===== config.mk =====
export PLATFORM = sky130hd
export DESIGN_NAME = quad_encoder_emu
export DESIGN_NICKNAME = d
export VERILOG_FILES = /design/src/rtl/quad_encoder_emu.sv
export SDC_FILE = /design/constraint.sdc
export NUM_CORES = 1
export LEC_CHECK = 0
export BUFFER_PORTS_ARGS = -buffer_cell sky130_fd_sc_hd__buf_2
export CORE_MARGIN = 2
export CORE_UTILIZATION = 64
export DETAILED_ROUTE_END_ITERATION = 12
export PLACE_DENSITY = 0.83
export SLEW_MARGIN = 0
export SYNTH_ARGS = -nofsm -noshare
export SYNTH_HDL_FRONTEND = slang
export SYNTH_SLANG_ARGS = --single-unit

===== constraint.sdc =====
create_clock -name clk -period 10.2 [get_ports clk]
set_clock_uncertainty 0.05 [all_clocks]
set_input_delay 1.02 -clock clk [delete_from_list [all_inputs] [get_ports clk]]
set_output_delay 1.02 -clock clk [all_outputs]
set_load 0.02 [all_outputs]

===== src/rtl/quad_encoder_emu.sv =====
// Quadrature incremental-encoder emulator: A/B/Z outputs from a programmable step rate,
// with continuous-run and counted-move modes and registered position readback.
module quad_encoder_emu #(
  parameter int unsigned CNT_WIDTH  = 32,
  parameter int unsigned PPR        = 1024,
  parameter int unsigned POS_WIDTH  = 16,
  parameter int unsigned STEP_WIDTH = 32
) (
  input  logic                  clk,
  input  logic                  rst_n,
  input  logic                  run,
  input  logic                  dir,
  input  logic [CNT_WIDTH-1:0]  step_period,
  input  logic                  cmd_valid,
  output logic                  cmd_ready,
  input  logic [STEP_WIDTH-1:0] cmd_steps,
  input  logic                  cmd_dir,
  input  logic                  abort,
  output logic                  enc_a,
  output logic                  enc_b,
  output logic                  enc_z,
  output logic [POS_WIDTH-1:0]  pos,
  output logic                  busy,
  output logic                  done
);

  localparam logic [1:0] StIdle = 2'd0;
  localparam logic [1:0] StCont = 2'd1;
  localparam logic [1:0] StMove = 2'd2;

  localparam logic [POS_WIDTH-1:0]  PosMax    = POS_WIDTH'(4 * PPR - 1);
  localparam logic [CNT_WIDTH-1:0]  MinPeriod = CNT_WIDTH'(2);
  localparam logic [CNT_WIDTH-1:0]  CntOne    = CNT_WIDTH'(1);
  localparam logic [STEP_WIDTH-1:0] StepOne   = STEP_WIDTH'(1);

  logic [1:0]            state_q, state_d;
  logic [CNT_WIDTH-1:0]  presc_q, presc_d;
  logic [CNT_WIDTH-1:0]  period_q, period_d;
  logic [STEP_WIDTH-1:0] remaining_q, remaining_d;
  logic                  move_dir_q, move_dir_d;
  logic [POS_WIDTH-1:0]  pos_q, pos_d;
  logic                  enc_a_q, enc_a_d;
  logic                  enc_b_q, enc_b_d;
  logic                  enc_z_q, enc_z_d;
  logic                  busy_q, busy_d;
  logic                  done_q, done_d;
  logic                  cmd_ready_q, cmd_ready_d;

  logic step_fire;
  logic step_en;
  logic step_dir;

  // The period is re-sampled whenever the prescaler sits at 0, so a new rate only
  // applies from the next step boundary.
  always_comb begin
    period_d = period_q;
    if (presc_q == '0) begin
      period_d = (step_period < MinPeriod) ? MinPeriod : step_period;
    end
  end

  assign step_fire = (state_q != StIdle) && (presc_q != '0) && (presc_q == period_q - CntOne);

  always_comb begin
    state_d     = state_q;
    presc_d     = presc_q;
    remaining_d = remaining_q;
    move_dir_d  = move_dir_q;
    done_d      = 1'b0;
    step_en     = 1'b0;
    step_dir    = dir;

    case (state_q)
      StIdle: begin
        presc_d = '0;
        if (cmd_valid) begin
          if (cmd_steps == '0) begin
            done_d = 1'b1;
          end else begin
            remaining_d = cmd_steps;
            move_dir_d  = cmd_dir;
            state_d     = StMove;
          end
        end else if (run) begin
          state_d = StCont;
        end
      end

      StCont: begin
        if (!run) begin
          state_d = StIdle;
          presc_d = '0;
        end else if (step_fire) begin
          step_en = 1'b1;
          presc_d = '0;
        end else begin
          presc_d = presc_q + CntOne;
        end
      end

      StMove: begin
        step_dir = move_dir_q;
        // A final step wins over a coincident abort so the move still completes.
        if (step_fire && (remaining_q == StepOne)) begin
          step_en     = 1'b1;
          presc_d     = '0;
          remaining_d = '0;
          state_d     = StIdle;
          done_d      = 1'b1;
        end else if (abort) begin
          presc_d     = '0;
          remaining_d = '0;
          state_d     = StIdle;
        end else if (step_fire) begin
          step_en     = 1'b1;
          presc_d     = '0;
          remaining_d = remaining_q - StepOne;
        end else begin
          presc_d = presc_q + CntOne;
        end
      end

      default: begin
        state_d = StIdle;
        presc_d = '0;
      end
    endcase
  end

  always_comb begin
    pos_d = pos_q;
    if (step_en) begin
      if (step_dir) begin
        pos_d = (pos_q == PosMax) ? '0 : pos_q + POS_WIDTH'(1);
      end else begin
        pos_d = (pos_q == '0) ? PosMax : pos_q - POS_WIDTH'(1);
      end
    end
    // Quadrature state is pos mod 4: (A,B) = 00, 10, 11, 01.
    enc_a_d     = pos_d[1] ^ pos_d[0];
    enc_b_d     = pos_d[1];
    enc_z_d     = (pos_d == '0);
    busy_d      = (state_d != StIdle);
    cmd_ready_d = (state_d == StIdle);
  end

  always_ff @(posedge clk or negedge rst_n) begin
    if (!rst_n) begin
      state_q     <= StIdle;
      presc_q     <= '0;
      period_q    <= MinPeriod;
      remaining_q <= '0;
      move_dir_q  <= 1'b0;
      pos_q       <= '0;
      enc_a_q     <= 1'b0;
      enc_b_q     <= 1'b0;
      enc_z_q     <= 1'b1;
      busy_q      <= 1'b0;
      done_q      <= 1'b0;
      cmd_ready_q <= 1'b1;
    end else begin
      state_q     <= state_d;
      presc_q     <= presc_d;
      period_q    <= period_d;
      remaining_q <= remaining_d;
      move_dir_q  <= move_dir_d;
      pos_q       <= pos_d;
      enc_a_q     <= enc_a_d;
      enc_b_q     <= enc_b_d;
      enc_z_q     <= enc_z_d;
      busy_q      <= busy_d;
      done_q      <= done_d;
      cmd_ready_q <= cmd_ready_d;
    end
  end

  assign cmd_ready = cmd_ready_q;
  assign enc_a     = enc_a_q;
  assign enc_b     = enc_b_q;
  assign enc_z     = enc_z_q;
  assign pos       = pos_q;
  assign busy      = busy_q;
  assign done      = done_q;

endmodule


# ---- After elaboration in Yosys (flattened, before gate mapping)
# Cells that the tools add are included.
dict set report classes {
  add_sub_neg 5
  n_lt_le_gt_ge 1
  n_eq_ne 8
  mux 33
  bitwise 2
  n_reduce_logical 15
}
# cell n
set ops {}
lappend ops {{$mux W32} 10}
lappend ops {{$pmux W32 S2} 2}
lappend ops {{$logic_not A32 Y1} 2}
lappend ops {{$mux W16} 4}
lappend ops {{$sub A32 B1 Y32 const B} 2}
lappend ops {{$add A32 B1 Y32 const B} 1}
lappend ops {{$eq A32 B1 Y1 const B} 1}
lappend ops {{$eq A32 B32 Y1} 1}
lappend ops {{$logic_not A16 Y1} 2}
lappend ops {{$lt A32 B2 Y1 const B} 1}
lappend ops {{$reduce_bool A32 Y1} 1}
lappend ops {{$add A16 B1 Y16 const B} 1}
lappend ops {{$eq A16 B12 Y1 const B} 1}
lappend ops {{$sub A16 B1 Y16 const B} 1}
lappend ops {{$mux W2} 6}
lappend ops {{$mux W1} 8}
lappend ops {{$pmux W2 S3} 1}
lappend ops {{$reduce_bool A2 Y1} 3}
lappend ops {{$logic_not A2 Y1} 2}
lappend ops {{$ne A2 B2 Y1 const B} 2}
lappend ops {{$ne A4 B4 Y1 const B} 1}
lappend ops {{$pmux W1 S2} 2}
lappend ops {{$reduce_and A4 Y1} 1}
lappend ops {{$logic_and A1 B1 Y1} 3}
lappend ops {{other kinds (5)} 5}
dict set report totals {
  regBits 121
  input_bits 71
  out_inout_bits 22
}

# ---- Longest topological paths before layout
dict set report depth {
  ltp_word 9
  depth_mapped 19
  ltp_nobuf 17
}

# ---- Worst setup path after synthesis
# Ideal clock, no wire load.
dict set report synth_timing {
  kind {register to register}
  start {register period_q[0]}
  end {register enc_z_q (netlist: enc_z)}
  setup_time_ns 0.101
  arrival_time_ns 4.132
  setup_slack_ns 5.917
  path_stages_with_launch 20
  n_path_buf 3
  synth_period_minus_slack_ns 4.283
  path_cell_list {dfrtp_1 inv_1 ha_1 nor3b_2 nand3_1 o21ai_0 nand4b_1 o211a_1 or4_1 buf_2 or3_1 clkbuf_1 clkbuf_1 nor2_1 or2_2 ha_1 nand4_1 nor4_1 mux2i_1 nor4b_1}
}
dict set report synth_via {
  elab_chain_len 9
  elab_cells_between_ends 11
  cone_classes {add/sub: 1; eq/ne: 1; mux: 6; reduce/logical: 3}
}
# element line
set synth_rtl {}
lappend synth_rtl {{from (decl)} 38} ;# logic [CNT_WIDTH-1:0] period_q, period_d;
lappend synth_rtl {{from (signal assigned)} 151} ;# period_q <= MinPeriod;
lappend synth_rtl {{from (signal assigned)} 164} ;# period_q <= period_d;
lappend synth_rtl {{$sub A32 B1 Y32 (*)} 62} ;# assign step_fire = (state_q != StIdle) && (presc_q != '0) && (presc_q == period_q - CntOne);
lappend synth_rtl {{$eq A32 B32 Y1 (*)} 62}
lappend synth_rtl {{$logic_and A1 B1 Y1 (*)} 62}
lappend synth_rtl {{$mux W1} {93, 114}}
lappend synth_rtl {{$mux W1} 110} ;# end else if (abort) begin
lappend synth_rtl {{$mux W1} 104} ;# if (step_fire && (remaining_q == StepOne)) begin
lappend synth_rtl {{$pmux W1 S2 (*)} 73} ;# case (state_q)
lappend synth_rtl {{$mux W16 (*)} 132} ;# if (step_en) begin
lappend synth_rtl {{$logic_not A16 Y1 (*)} 142} ;# enc_z_d = (pos_d == '0);
lappend synth_rtl {{via enc_z_d} 44} ;# logic enc_z_q, enc_z_d;
lappend synth_rtl {{to (signal assigned)} 170} ;# enc_z_q <= enc_z_d;
lappend synth_rtl {{to (decl)} 44}
# The timed path passes the listed nets; every way through them passes the cells marked *.
# A chain may end at the register's enable or synchronous reset.

# ---- Worst setup path after layout
dict set report layout_timing {
  start {register period_q[0]}
  end {register enc_z_q (netlist: enc_z)}
}
dict set report layout_via {
  elab_chain_len 9
  elab_cells_between_ends 11
  cone_classes {add/sub: 1; eq/ne: 1; mux: 6; reduce/logical: 3}
}
# element line
set layout_rtl {}
lappend layout_rtl {{$sub A32 B1 Y32 (*)} 62}
lappend layout_rtl {{$eq A32 B32 Y1 (*)} 62}
lappend layout_rtl {{$logic_and A1 B1 Y1 (*)} 62}
lappend layout_rtl {{$mux W1} {93, 114}}
lappend layout_rtl {{$mux W1} 110}
lappend layout_rtl {{$mux W1} 104}
lappend layout_rtl {{$pmux W1 S2 (*)} 73}
lappend layout_rtl {{$mux W16 (*)} 132}
lappend layout_rtl {{via pos_d[1]} 41} ;# logic [POS_WIDTH-1:0] pos_q, pos_d;
lappend layout_rtl {{$logic_not A16 Y1 (*)} 142}
lappend layout_rtl {{via enc_z_d} 44}
# Marks and branches as above.

==> flow_summary.toml <==
[floorplanning]
die_h_um = 116
dieArea_um2 = 13400
row_count = 40
io-pin-count = 93
start_util = 0.660
die_w_um = 116
design.core.area_um2 = 12100

[drt]
dr.pass1.iters = 5
vias_per_cell = 6.38
dr_total_vias = 7663
wl_met2_um = 9900
drc = 0
post_drt_wl_per_cell_um = 17.6
detail-route-antenna-nets = 0
route.met3.wl_um = 1220
wirelength_um = 21100
met1_length_um = 9450
drt_iter0_drc = 854
topRoutingLayerUsed = "met4"

[logic_synthesis]
synthCells = 954
synth_top_cell_by_area = "dfrtp_1"
synth.top_cell.area_share = 0.366
synth_most_common_cell = "nor2_1"
syn-num-nets = 1038
ys_warn_count = 0
ys_top_cells_by_area = "dfrtp_1 (37%), nor2_1 (6.2%), mux2_2 (5.2%)"
seq_area_frac_synth = 0.376
syn_area_um2 = 8000
synthArstFlopShare = 1.00
ys.flop_type = "dfrtp_1"
synth_seq_cells = 120
ys_types = 70
yosys-top-cells-count = "nor2_1 (133), dfrtp_1 (117), o21ai_0 (77)"
avgSynthCellArea_um2 = 8.38
synth-edff-count = 0

[global_routing]
grt_pass1_vias = 7265
grt_pass1_wl_um = 35200
overflow = 0
grt_start_max_net_pins = 74
grt_usage = 0.331
grt_antenna_before_repair = 0

[clock_network]
cts-buffers-inserted = 17
cts_tree = "done"
post_cts_resized = 0
insertion_delay_ns = 0.43
cts.path.max_buffers = 2
cts_num_sinks = 120
cts_setup_buffers = 0
h-tree-depth = 4
cts_hold_buf = 0
clkTransAtPathRegs_ns = 0.06
clockRootBuffer = "clkbuf_16"

[worst_setup_path]
start_kind = "register"
critPathMaxFanout = 25
path_class = "reg2reg"
reg2regPathDepth = 16
r2r_slack_ns = 5.07
arrival_ns = 5.40
required_ns = 10.47
r2r-end = "enc_z$_DFF_PN1_"
r2r_start = "period_q[0]$_DFFE_PN0P_"
cp-end-kind = "register"

[pwr]
power_uw = 1930
p_per_area_nw_per_um2 = 211
ir_worst_vdd_uv = 137
power.leakage_uw = 0.00377

[sta]
finalHoldViolCount = 0
rsz0062_at_grt = "no"
max_freq_ghz = 0.195
slew-limit-headroom = 0.387
fin_crit_sh = 0.503
tightest_slew_ns = 0.893
slew_violations = 0
period_needed_ns = 5.13
tns_ns = 0
setup_viol = 0

[placed_design]
io_buffer_count = 92
dp_cells = 1170
routabilityCongestion = 0.987
dp_hpwl_um = 14700

[cells_and_area]
nNetsFinal = 1105
diodes = 0
area_delta_synth_final_pct = 14.4
drive_above_1_share = 0.176
fin_util = 0.755
instances_no_fill = 1202

[flow_run]
cap_violations = 0

[worst_hold_path]
min_from = "remaining_q[21]$_DFFE_PN0P_"
whs_path_depth = 2
worstHoldEndpoint = "remaining_q[21]$_DFFE_PN0P_"
hp-class = "reg2reg"

[outcome]
outcome = "complete, no violations"
worst max-delay path: stages, from the launching register on:
cell      delay, ns
dfrtp_1        0.43
inv_1          0.10
ha_1           0.19
nor3b_2        0.47
nand3_1        0.35
o21ai_0        0.31
nand4b_1       0.14
o211a_1        0.16
or4_1          0.65
or3_1          0.77
mux2_2         0.42
inv_1          0.06
ha_1           0.15
nand4_1        0.08
nor4_1         0.23
mux2i_1        0.13
nor4b_1        0.31
registers in the layout, indices dropped and copies added, names as in the netlist:
register / count
cmd_ready: 1
pos: 16
period_q: 32
done: 1
state_q: 2
remaining_q: 32
presc_q: 32
busy: 1
move_dir_q: 1
enc_a: 1
enc_z: 1
how the worst max path moves through the flow:
stage	start	slack, ns	depth (start not counted)	to
6_report	period_q[0]$_DFFE_PN0P_	5.07	16	enc_z$_DFF_PN1_
5_1_grt	period_q[0]$_DFFE_PN0P_	4.69	16	enc_z$_DFF_PN1_
4_1_cts	period_q[0]$_DFFE_PN0P_	5.12	16	enc_z$_DFF_PN1_
3_5_place_dp	period_q[0]$_DFFE_PN0P_	5.16	16	enc_z$_DFF_PN1_
3_3_place_gp	period_q[0]$_DFFE_PN0P_	5.37	16	enc_z$_DFF_PN1_
2_1_floorplan	period_q[0]$_DFFE_PN0P_	5.92	19	enc_z$_DFF_PN1_
cells by family (layout without fill, tap and decap cells):
kind of cell    count (synthesis)  count (layout)  share of synthesized area
flops                         120             120                      0.376
simple gates                  433             433                      0.280
fa+ha+maj                      13              13                     0.0203
buf+inv                        74             154                     0.0355
compound gates                202             202                      0.154
xor+xnor                       70              70                     0.0767
mux                            42              42                     0.0584
final cells by class:
class / count / area, um^2
sequential: 120 / 3010
timing repair buffer: 96 / 493
clock buffer: 21 / 470
multi-input combinational: 760 / 4720
inverter: 26 / 97.6
tap: 168 / 210
clock inverter: 11 / 148
fill: 919 / 2970
report_power, final:
| part | leakage [uW] | internal (uW) | switching, uW | total (uW) |
|---|---|---|---|---|
| clock | 0.000291 | 403 | 226 | 629 |
| sequential | 0.00153 | 580 | 119 | 699 |
| combinational | 0.00194 | 230 | 371 | 602 |
| total | 0.00377 | 1210 | 716 | 1930 |
stage by stage:
step	worst slack [ns]	hold slack (ns)	instance area, um^2
4_1_cts	5.12	0.452	9140
5_1_grt	4.69	0.495	9140
3_5_place_dp	5.16	0.439	8530
2_1_floorplan	5.92	0.412	8000
6_report	5.07	0.456	9140
3_3_place_gp	5.37	0.430	8530
layer usage:
metal	track usage	vias to the layer above
li1	-	3634
met1	0.453	3670
met2	0.523	298
met3	0.0675	61
met4	0.126	0
met5	0	-
cells in the final DEF, fill, tap and decap left out, types with 5 or more instances in the layout:
master / instances
nor2_1: 132
dfrtp_1: 117
buf_2: 91
o21ai_0: 77
nand2_1: 66
nor4_1: 56
a21oi_1: 49
xor2_1: 38
mux2_2: 37
nor3_1: 34
nand3_1: 33
xnor2_1: 32
inv_1: 25
nand4_1: 23
clkbuf_16: 17
and3_1: 16
or3_1: 13
ha_1: 13
o22ai_1: 10
a31oi_1: 9
or4_1: 7
nor3b_1: 7
and4_1: 6
o211ai_1: 6
and2_1: 6
a22oi_1: 6
nand2b_1: 5
o22a_1: 5
mux2i_1: 5
o31ai_1: 5
buf_4: 5
Power figures use the tool's default switching activity.
